`src/rtl/bridge_pkg.sv`:
```
// Shared types and default address map for the CPU data-bus bridge.
// Latency: n/a (types and constants only).
// Backpressure: n/a.
package bridge_pkg;

    // Bridge transaction states
    typedef enum logic [1:0] {
        IDLE   = 2'd0,
        ACCESS = 2'd1,
        RESP   = 2'd2,
        ERR    = 2'd3
    } state_t;

    // Default address map: data memory and two timer blocks
    localparam logic [31:0] DM_BASE      = 32'h0000_0000;
    localparam logic [31:0] DM_LIMIT     = 32'h0000_2FFF;
    localparam logic [31:0] TIMER0_BASE  = 32'h0000_7F00;
    localparam logic [31:0] TIMER0_LIMIT = 32'h0000_7F0B;
    localparam logic [31:0] TIMER1_BASE  = 32'h0000_7F10;
    localparam logic [31:0] TIMER1_LIMIT = 32'h0000_7F1B;

    // Device channel indices in the default map
    localparam int DEV_DM     = 0;
    localparam int DEV_TIMER0 = 1;
    localparam int DEV_TIMER1 = 2;

    localparam int DEFAULT_NUM_DEV = 3;

    // Flattened windows, channel 0 in the LSBs
    localparam logic [32*DEFAULT_NUM_DEV-1:0] DEFAULT_DEV_BASE  = {TIMER1_BASE,  TIMER0_BASE,  DM_BASE};
    localparam logic [32*DEFAULT_NUM_DEV-1:0] DEFAULT_DEV_LIMIT = {TIMER1_LIMIT, TIMER0_LIMIT, DM_LIMIT};

    // Width of a channel index; a single channel still needs one bit
    function automatic int idx_width(input int n);
        return (n > 1) ? $clog2(n) : 1;
    endfunction

endpackage

```
`src/rtl/bridge_addr_decoder.sv`:
```
// Maps a byte address onto one of NUM_DEV inclusive windows, lowest index wins.
// Latency: purely combinational.
// Backpressure: none; output follows the address every cycle.
module bridge_addr_decoder
    import bridge_pkg::*;
#(
    parameter int                     NUM_DEV   = DEFAULT_NUM_DEV,
    parameter logic [32*NUM_DEV-1:0]  DEV_BASE  = DEFAULT_DEV_BASE,
    parameter logic [32*NUM_DEV-1:0]  DEV_LIMIT = DEFAULT_DEV_LIMIT,
    parameter int                     IDX_W     = idx_width(NUM_DEV)
) (
    input  logic [31:0]      addr,
    output logic             hit,
    output logic [IDX_W-1:0] idx
);

    // Scan from the top so the lowest matching window is the one left in idx
    always_comb begin
        hit = 1'b0;
        idx = '0;
        for (int k = NUM_DEV - 1; k >= 0; k--) begin
            if ((addr >= DEV_BASE[32*k +: 32]) && (addr <= DEV_LIMIT[32*k +: 32])) begin
                hit = 1'b1;
                idx = IDX_W'(k);
            end
        end
    end

endmodule

```
`src/rtl/sys_bus_bridge.sv`:
```
// Registered CPU-to-peripheral bridge: decodes, strobes one device, returns data/error.
// Latency: accept T, dev_sel T+1, rsp_valid T+2 at best, T+1+TIMEOUT on timeout.
// Backpressure: req_ready only in IDLE; device stalls extend ACCESS up to TIMEOUT cycles.
module sys_bus_bridge
    import bridge_pkg::*;
#(
    parameter int                     NUM_DEV   = DEFAULT_NUM_DEV,
    parameter logic [32*NUM_DEV-1:0]  DEV_BASE  = DEFAULT_DEV_BASE,
    parameter logic [32*NUM_DEV-1:0]  DEV_LIMIT = DEFAULT_DEV_LIMIT,
    parameter int                     TIMEOUT   = 15
) (
    input  logic                   clk,
    input  logic                   reset,
    input  logic                   req_valid,
    input  logic [31:0]            req_addr,
    input  logic [31:0]            req_wdata,
    input  logic [3:0]             req_byteen,
    output logic                   req_ready,
    output logic                   rsp_valid,
    output logic [31:0]            rsp_rdata,
    output logic                   rsp_err,
    output logic [NUM_DEV-1:0]     dev_sel,
    output logic [31:0]            dev_addr,
    output logic [31:0]            dev_wdata,
    output logic [4*NUM_DEV-1:0]   dev_byteen,
    input  logic [32*NUM_DEV-1:0]  dev_rdata,
    input  logic [NUM_DEV-1:0]     dev_ready
);

    localparam int IDX_W = idx_width(NUM_DEV);
    localparam int CNT_W = (TIMEOUT > 1) ? $clog2(TIMEOUT) : 1;
    localparam logic [CNT_W-1:0] CNT_LAST = CNT_W'(TIMEOUT - 1);

    state_t            state_q, state_d;
    logic [IDX_W-1:0]  idx_q;
    logic [3:0]        byteen_q;
    logic [CNT_W-1:0]  cnt_q;

    logic              dec_hit;
    logic [IDX_W-1:0]  dec_idx;

    logic              sel_ready;
    logic [31:0]       sel_rdata;

    logic              load_req;
    logic              load_rsp;
    logic [31:0]       rsp_rdata_d;
    logic              rsp_err_d;
    logic              cnt_clr;
    logic              cnt_inc;

    bridge_addr_decoder #(
        .NUM_DEV   (NUM_DEV),
        .DEV_BASE  (DEV_BASE),
        .DEV_LIMIT (DEV_LIMIT),
        .IDX_W     (IDX_W)
    ) u_dec (
        .addr (req_addr),
        .hit  (dec_hit),
        .idx  (dec_idx)
    );

    // Only the latched channel's handshake and data are ever looked at
    assign sel_ready = dev_ready[idx_q];
    assign sel_rdata = dev_rdata[32*int'(idx_q) +: 32];

    assign req_ready = (state_q == IDLE);
    assign rsp_valid = (state_q == RESP);

    // Device strobe and byte lanes exist only while in ACCESS, so a reset drops them at once
    always_comb begin
        dev_sel    = '0;
        dev_byteen = '0;
        if (state_q == ACCESS) begin
            dev_sel[idx_q]                     = 1'b1;
            dev_byteen[4*int'(idx_q) +: 4]     = byteen_q;
        end
    end

    // Next-state and datapath load controls
    always_comb begin
        state_d     = state_q;
        load_req    = 1'b0;
        load_rsp    = 1'b0;
        rsp_rdata_d = '0;
        rsp_err_d   = 1'b0;
        cnt_clr     = 1'b0;
        cnt_inc     = 1'b0;
        case (state_q)
            IDLE: begin
                if (req_valid) begin
                    cnt_clr  = 1'b1;
                    load_req = dec_hit;
                    state_d  = dec_hit ? ACCESS : ERR;
                end
            end
            ACCESS: begin
                // A ready on the last allowed cycle still wins over the timeout
                if (sel_ready) begin
                    load_rsp    = 1'b1;
                    rsp_rdata_d = sel_rdata;
                    state_d     = RESP;
                end else if (cnt_q == CNT_LAST) begin
                    load_rsp  = 1'b1;
                    rsp_err_d = 1'b1;
                    state_d   = RESP;
                end else begin
                    cnt_inc = 1'b1;
                end
            end
            ERR: begin
                load_rsp  = 1'b1;
                rsp_err_d = 1'b1;
                state_d   = RESP;
            end
            RESP: begin
                state_d = IDLE;
            end
            default: begin
                state_d = IDLE;
            end
        endcase
    end

    // State register
    always_ff @(posedge clk or negedge reset) begin
        if (!reset) begin
            state_q <= IDLE;
        end else begin
            state_q <= state_d;
        end
    end

    // Request latch: address, data, lanes and channel held for the whole access
    always_ff @(posedge clk or negedge reset) begin
        if (!reset) begin
            dev_addr  <= '0;
            dev_wdata <= '0;
            byteen_q  <= '0;
            idx_q     <= '0;
        end else if (load_req) begin
            dev_addr  <= req_addr;
            dev_wdata <= req_wdata;
            byteen_q  <= req_byteen;
            idx_q     <= dec_idx;
        end
    end

    // Response registers hold until the next response is loaded
    always_ff @(posedge clk or negedge reset) begin
        if (!reset) begin
            rsp_rdata <= '0;
            rsp_err   <= 1'b0;
        end else if (load_rsp) begin
            rsp_rdata <= rsp_rdata_d;
            rsp_err   <= rsp_err_d;
        end
    end

    // Wait-cycle counter for the device timeout
    always_ff @(posedge clk or negedge reset) begin
        if (!reset) begin
            cnt_q <= '0;
        end else if (cnt_clr) begin
            cnt_q <= '0;
        end else if (cnt_inc) begin
            cnt_q <= cnt_q + 1'b1;
        end
    end

endmodule

```
`config.mk`:
```
export PLATFORM = sky130hd
export DESIGN_NAME = sys_bus_bridge
export DESIGN_NICKNAME = d
export VERILOG_FILES = /design/src/rtl/bridge_pkg.sv /design/src/rtl/bridge_addr_decoder.sv /design/src/rtl/sys_bus_bridge.sv
export SDC_FILE = /design/constraint.sdc
export NUM_CORES = 1
export LEC_CHECK = 0
export ABC_AREA = 1
export CAP_MARGIN = 10
export CORE_MARGIN = 2
export CORE_UTILIZATION = 40
export CTS_CLUSTER_SIZE = 12
export DETAILED_ROUTE_END_ITERATION = 8
export GPL_ROUTABILITY_DRIVEN = 0
export PLACE_DENSITY_LB_ADDON = 0.15
export SYNTH_ARGS = -nofsm -noshare
export SYNTH_HDL_FRONTEND = slang
export SYNTH_SLANG_ARGS = --single-unit
```
`constraint.sdc`:
```
create_clock -name clk -period 2.14 [get_ports clk]
set_clock_uncertainty 0.05 [all_clocks]
set_input_delay 0.321 -clock clk [delete_from_list [all_inputs] [get_ports clk]]
set_output_delay 0.321 -clock clk [all_outputs]
set_load 0.005 [all_outputs]
```
==> results.py <==
metrics = {
    "die": {
        "dieArea_mm2": 0.0144,
        "die_h_um": 120,
        "ios": 284,
        "core_area_mm2": 0.0132,
        "fp.dieW_um": 120,
        "num_rows": 42,
        "initial_core_util_pct": 40.9,
    },
    "yosys": {
        "synthDistinctLibCells": 32,
        "seq_area_frac_synth_pct": 50.6,
        "syn-num-nets": 789,
        "yosys_warnings": 0,
        "syn_avg_cell_area_um2": 8.80,
        "synth_area_mm2": 0.00539,
        "yosys_register_bits": 109,
        "syn_inst": 613,
        "ys.flop_type": "dfrtp_1",
        "synth_edf_count": 0,
        "async_reset_ff_share_pct": 100,
    },
    "detailed_routing": {
        "vias": 5400,
        "drt_wl_total_um": 17700,
        "viasPerCell": 5.01,
        "ant_nets": 0,
        "wl_met2_um": 8800,
        "wl_per_cell_um": 16.4,
        "m1WireLength_um": 7090,
        "drc": 0,
        "dr.max_layer_used": "met4",
        "drtPass1Iterations": 5,
        "drt_iter0_drc": 210,
        "wl_met3_um": 1600,
    },
    "cells_and_area": {
        "fin_util_pct": 67.4,
        "fill_cells": 1055,
        "num_antenna_cells": 0,
        "areaGrowthSynthToFinish_pct": 64.8,
        "layout-drive-gt1-share_pct": 14.2,
        "fin_nets": 1073,
        "layoutNonFillerInstCount": 1078,
    },
    "worst_setup_path": {
        "cp_data_required_time_ns": 1.77,
        "crit_chain": "inv_2 > buf_4 > ha_4 > nor2_4 > nand2_4 > nor3b_2 > buf_2",
        "r2r_end": "rsp_rdata[29]",
        "critPathMaxStageDelay_ns": 0.36,
        "cp_slowest_cell": "dfrtp_1",
        "cp-startpoint": "idx_q[1]",
        "critPathBufInv": 3,
        "path_depth": 7,
        "crit_fanout": 4,
        "rr_worst_depth": 8,
        "rr_startpoint": "idx_q[1]",
        "crit_family": "simple AND/OR/NAND/NOR gates",
        "cp_data_arrival_time_ns": 1.74,
        "path_class": "reg -> out",
        "endpoint": "dev_byteen[1]",
        "r2r_setup_slack_ns": 0.13,
        "cp-end-kind": "output pin",
        "startpoint_type": "flip-flop",
    },
    "power_and_ir_drop": {
        "pwr-share-clk_pct": 24.1,
        "swShare_pct": 31.3,
        "p_comb_share_pct": 35.8,
        "seqPwrFrac_pct": 40.1,
        "p_switching_mw": 2.06,
        "p_leak_nw": 4.12,
        "vdd_drop_max_mv": 0.369,
        "internal_power_mw": 4.52,
        "powerDensity_mw_per_mm2": 741,
    },
    "global_routing": {
        "track_usage_pct": 23.9,
        "grt_pass1_wl_um": 27200,
        "grt_max_degree": 58,
        "overflow": 0,
        "antenna_found_initial": 0,
        "grt_pass1_vias": 5457,
    },
    "clock_network": {
        "cts.sinks": 109,
        "numCtsBuffers": 9,
        "clock_latency_ns": 0.35,
        "clk_pin_slew_ns": 0.07,
        "clockBufferDepth": 2,
        "cts_tree": "built",
        "htree_levels": 3,
        "cts_root_buf": "clkbuf_16",
    },
    "status": {
        "outcome": "complete, no violations",
    },
    "min_path": {
        "hold_class": "in -> async",
    },
    "sta": {
        "fmax_mhz": 474,
        "rsz0062_at_grt": "yes",
        "hold_viol": 0,
        "slew_headroom_pct": 47.7,
        "finalSetupViolations": 0,
        "slew_violations": 0,
        "post-route-period-util_pct": 98.6,
        "fin_setup_tns_ns": 0,
        "tightestPinTransition_ns": 0.785,
        "min_period_ns": 2.11,
        "finalHoldWorstSlack_ns": 0.422,
    },
    "placed_design": {
        "io_buffers": 283,
        "dp_cells": 1058,
        "dpl.hpwl_um": 13000,
    },
    "job": {
        "maxCapViolations": 0,
    },
}
kinds of logic (layout without fill, tap and decap cells):
family          Yosys count  after routing  synth area share, %
simple gates            306            306                 24.3
compound gates          124            125                 17.1
flops                   109            109                 50.6
buf+inv                  67            355                 6.43
fa+ha+maj                 6              6                 1.39
xor+xnor                  1              1                0.162
Yosys cell counts, types with 2 or more instances:
master	count	area share (%)
inv_1	24	1.7
buf_6	9	1.9
o21ai_2	30	4.9
nor4_1	2	0.23
o21ai_0	39	3.6
dfrtp_1	109	51
nand2_1	158	11
nand3_1	61	5.7
nand3b_1	2	0.28
nor2_1	57	4.0
nor3_1	7	0.65
a21boi_0	9	1.3
nand2_2	6	0.70
a21boi_1	8	1.1
clkbuf_1	15	1.0
a2bb2oi_1	32	5.2
inv_2	3	0.21
o21ai_4	2	0.60
nor2_2	5	0.58
o21ai_1	2	0.19
buf_2	13	1.2
nand3_2	3	0.56
buf_4	3	0.42
ha_1	6	1.4
repair_timing:
action / 4_1_cts / 5_1_grt
pin swaps: 6 / 6
hold buffers: 1 / 0
gates cloned: 0 / 1
setup endpoints to repair: 15 / 44
resized for setup: 75 / 12
hold endpoints to repair: 33 / 0
setup buffers: 2 / 0
final cells by class:
type                       instances  area, µm²  share of cell area, %
clock buffer                      10        239                   2.69
multi-input combinational        438       2480                   27.9
inverter                          27        104                   1.17
tap                              176        220                   2.48
timing repair buffer             312       3070                   34.5
sequential                       109       2730                   30.7
clock inverter                     6       46.3                  0.521
sequential cells by signal (all words and copies together), names as in the netlist:
register	cells
dev_addr	32
dev_wdata	32
rsp_rdata	32
byteen_q	4
cnt_q	4
idx_q	2
state_q	2
rsp_err	1
routing by layer:
| layer | track usage (%) | up-vias |
|---|---|---|
| met2 | 41.2 | 223 |
| li1 | - | 2616 |
| met3 | 8.13 | 18 |
| met5 | 0 | - |
| met1 | 28.5 | 2543 |
| met4 | 6.25 | 0 |
metrics by stage:
step	area [µm²]	power, mW	setup slack [ns]
detailed placement	8470	4.99	-0.0885
global route	8890	6.94	-0.0288
floorplan	5390	3.66	0.238
CTS	8820	6.62	-0.0192
finish	8890	6.58	0.0295
global placement	8470	4.93	-0.0548
cells in the final DEF, fill, tap and decap left out, types with 2 or more instances in the layout:
master,instances
buf_2,12
a21boi_1,8
o21ai_4,2
nor4_4,2
nand2_1,154
clkdlybuf4s50_1,267
o21ai_2,31
dlygate4sd2_1,3
nor3_1,3
nor2_1,55
o21ai_1,2
buf_12,6
nand2_4,5
nor2_2,6
nor3_2,3
clkbuf_16,9
nand3_2,4
nand3_1,60
buf_4,22
inv_1,22
a2bb2oi_1,32
dfrtp_1,109
inv_2,4
a21boi_0,9
clkinv_4,2
nand2_2,6
nand3b_1,2
ha_1,2
o21ai_0,39
clkinvlp_4,2
ha_4,4
power by group through the flow:
stage                     registers, mW  logic [mW]  clock network [mW]
after floorplan                    2.67       0.986                   0
after global placement             2.66        2.26                   0
after detailed placement           2.67        2.32                   0
after CTS                          2.64        2.34                1.64
after global routing               2.68        2.54                1.72
final                              2.64        2.35                1.59
worst min path at each step:
stage / from / endpoint
global placement: reset / rsp_rdata[0]
finish: reset / rsp_rdata[0]
CTS: dev_wdata[28] / dev_wdata[28]
detailed placement: reset / rsp_rdata[0]
global route: reset / rsp_rdata[0]
floorplan: reset / byteen_q[0]
Note: power is estimated with default switching activity, not from simulation.
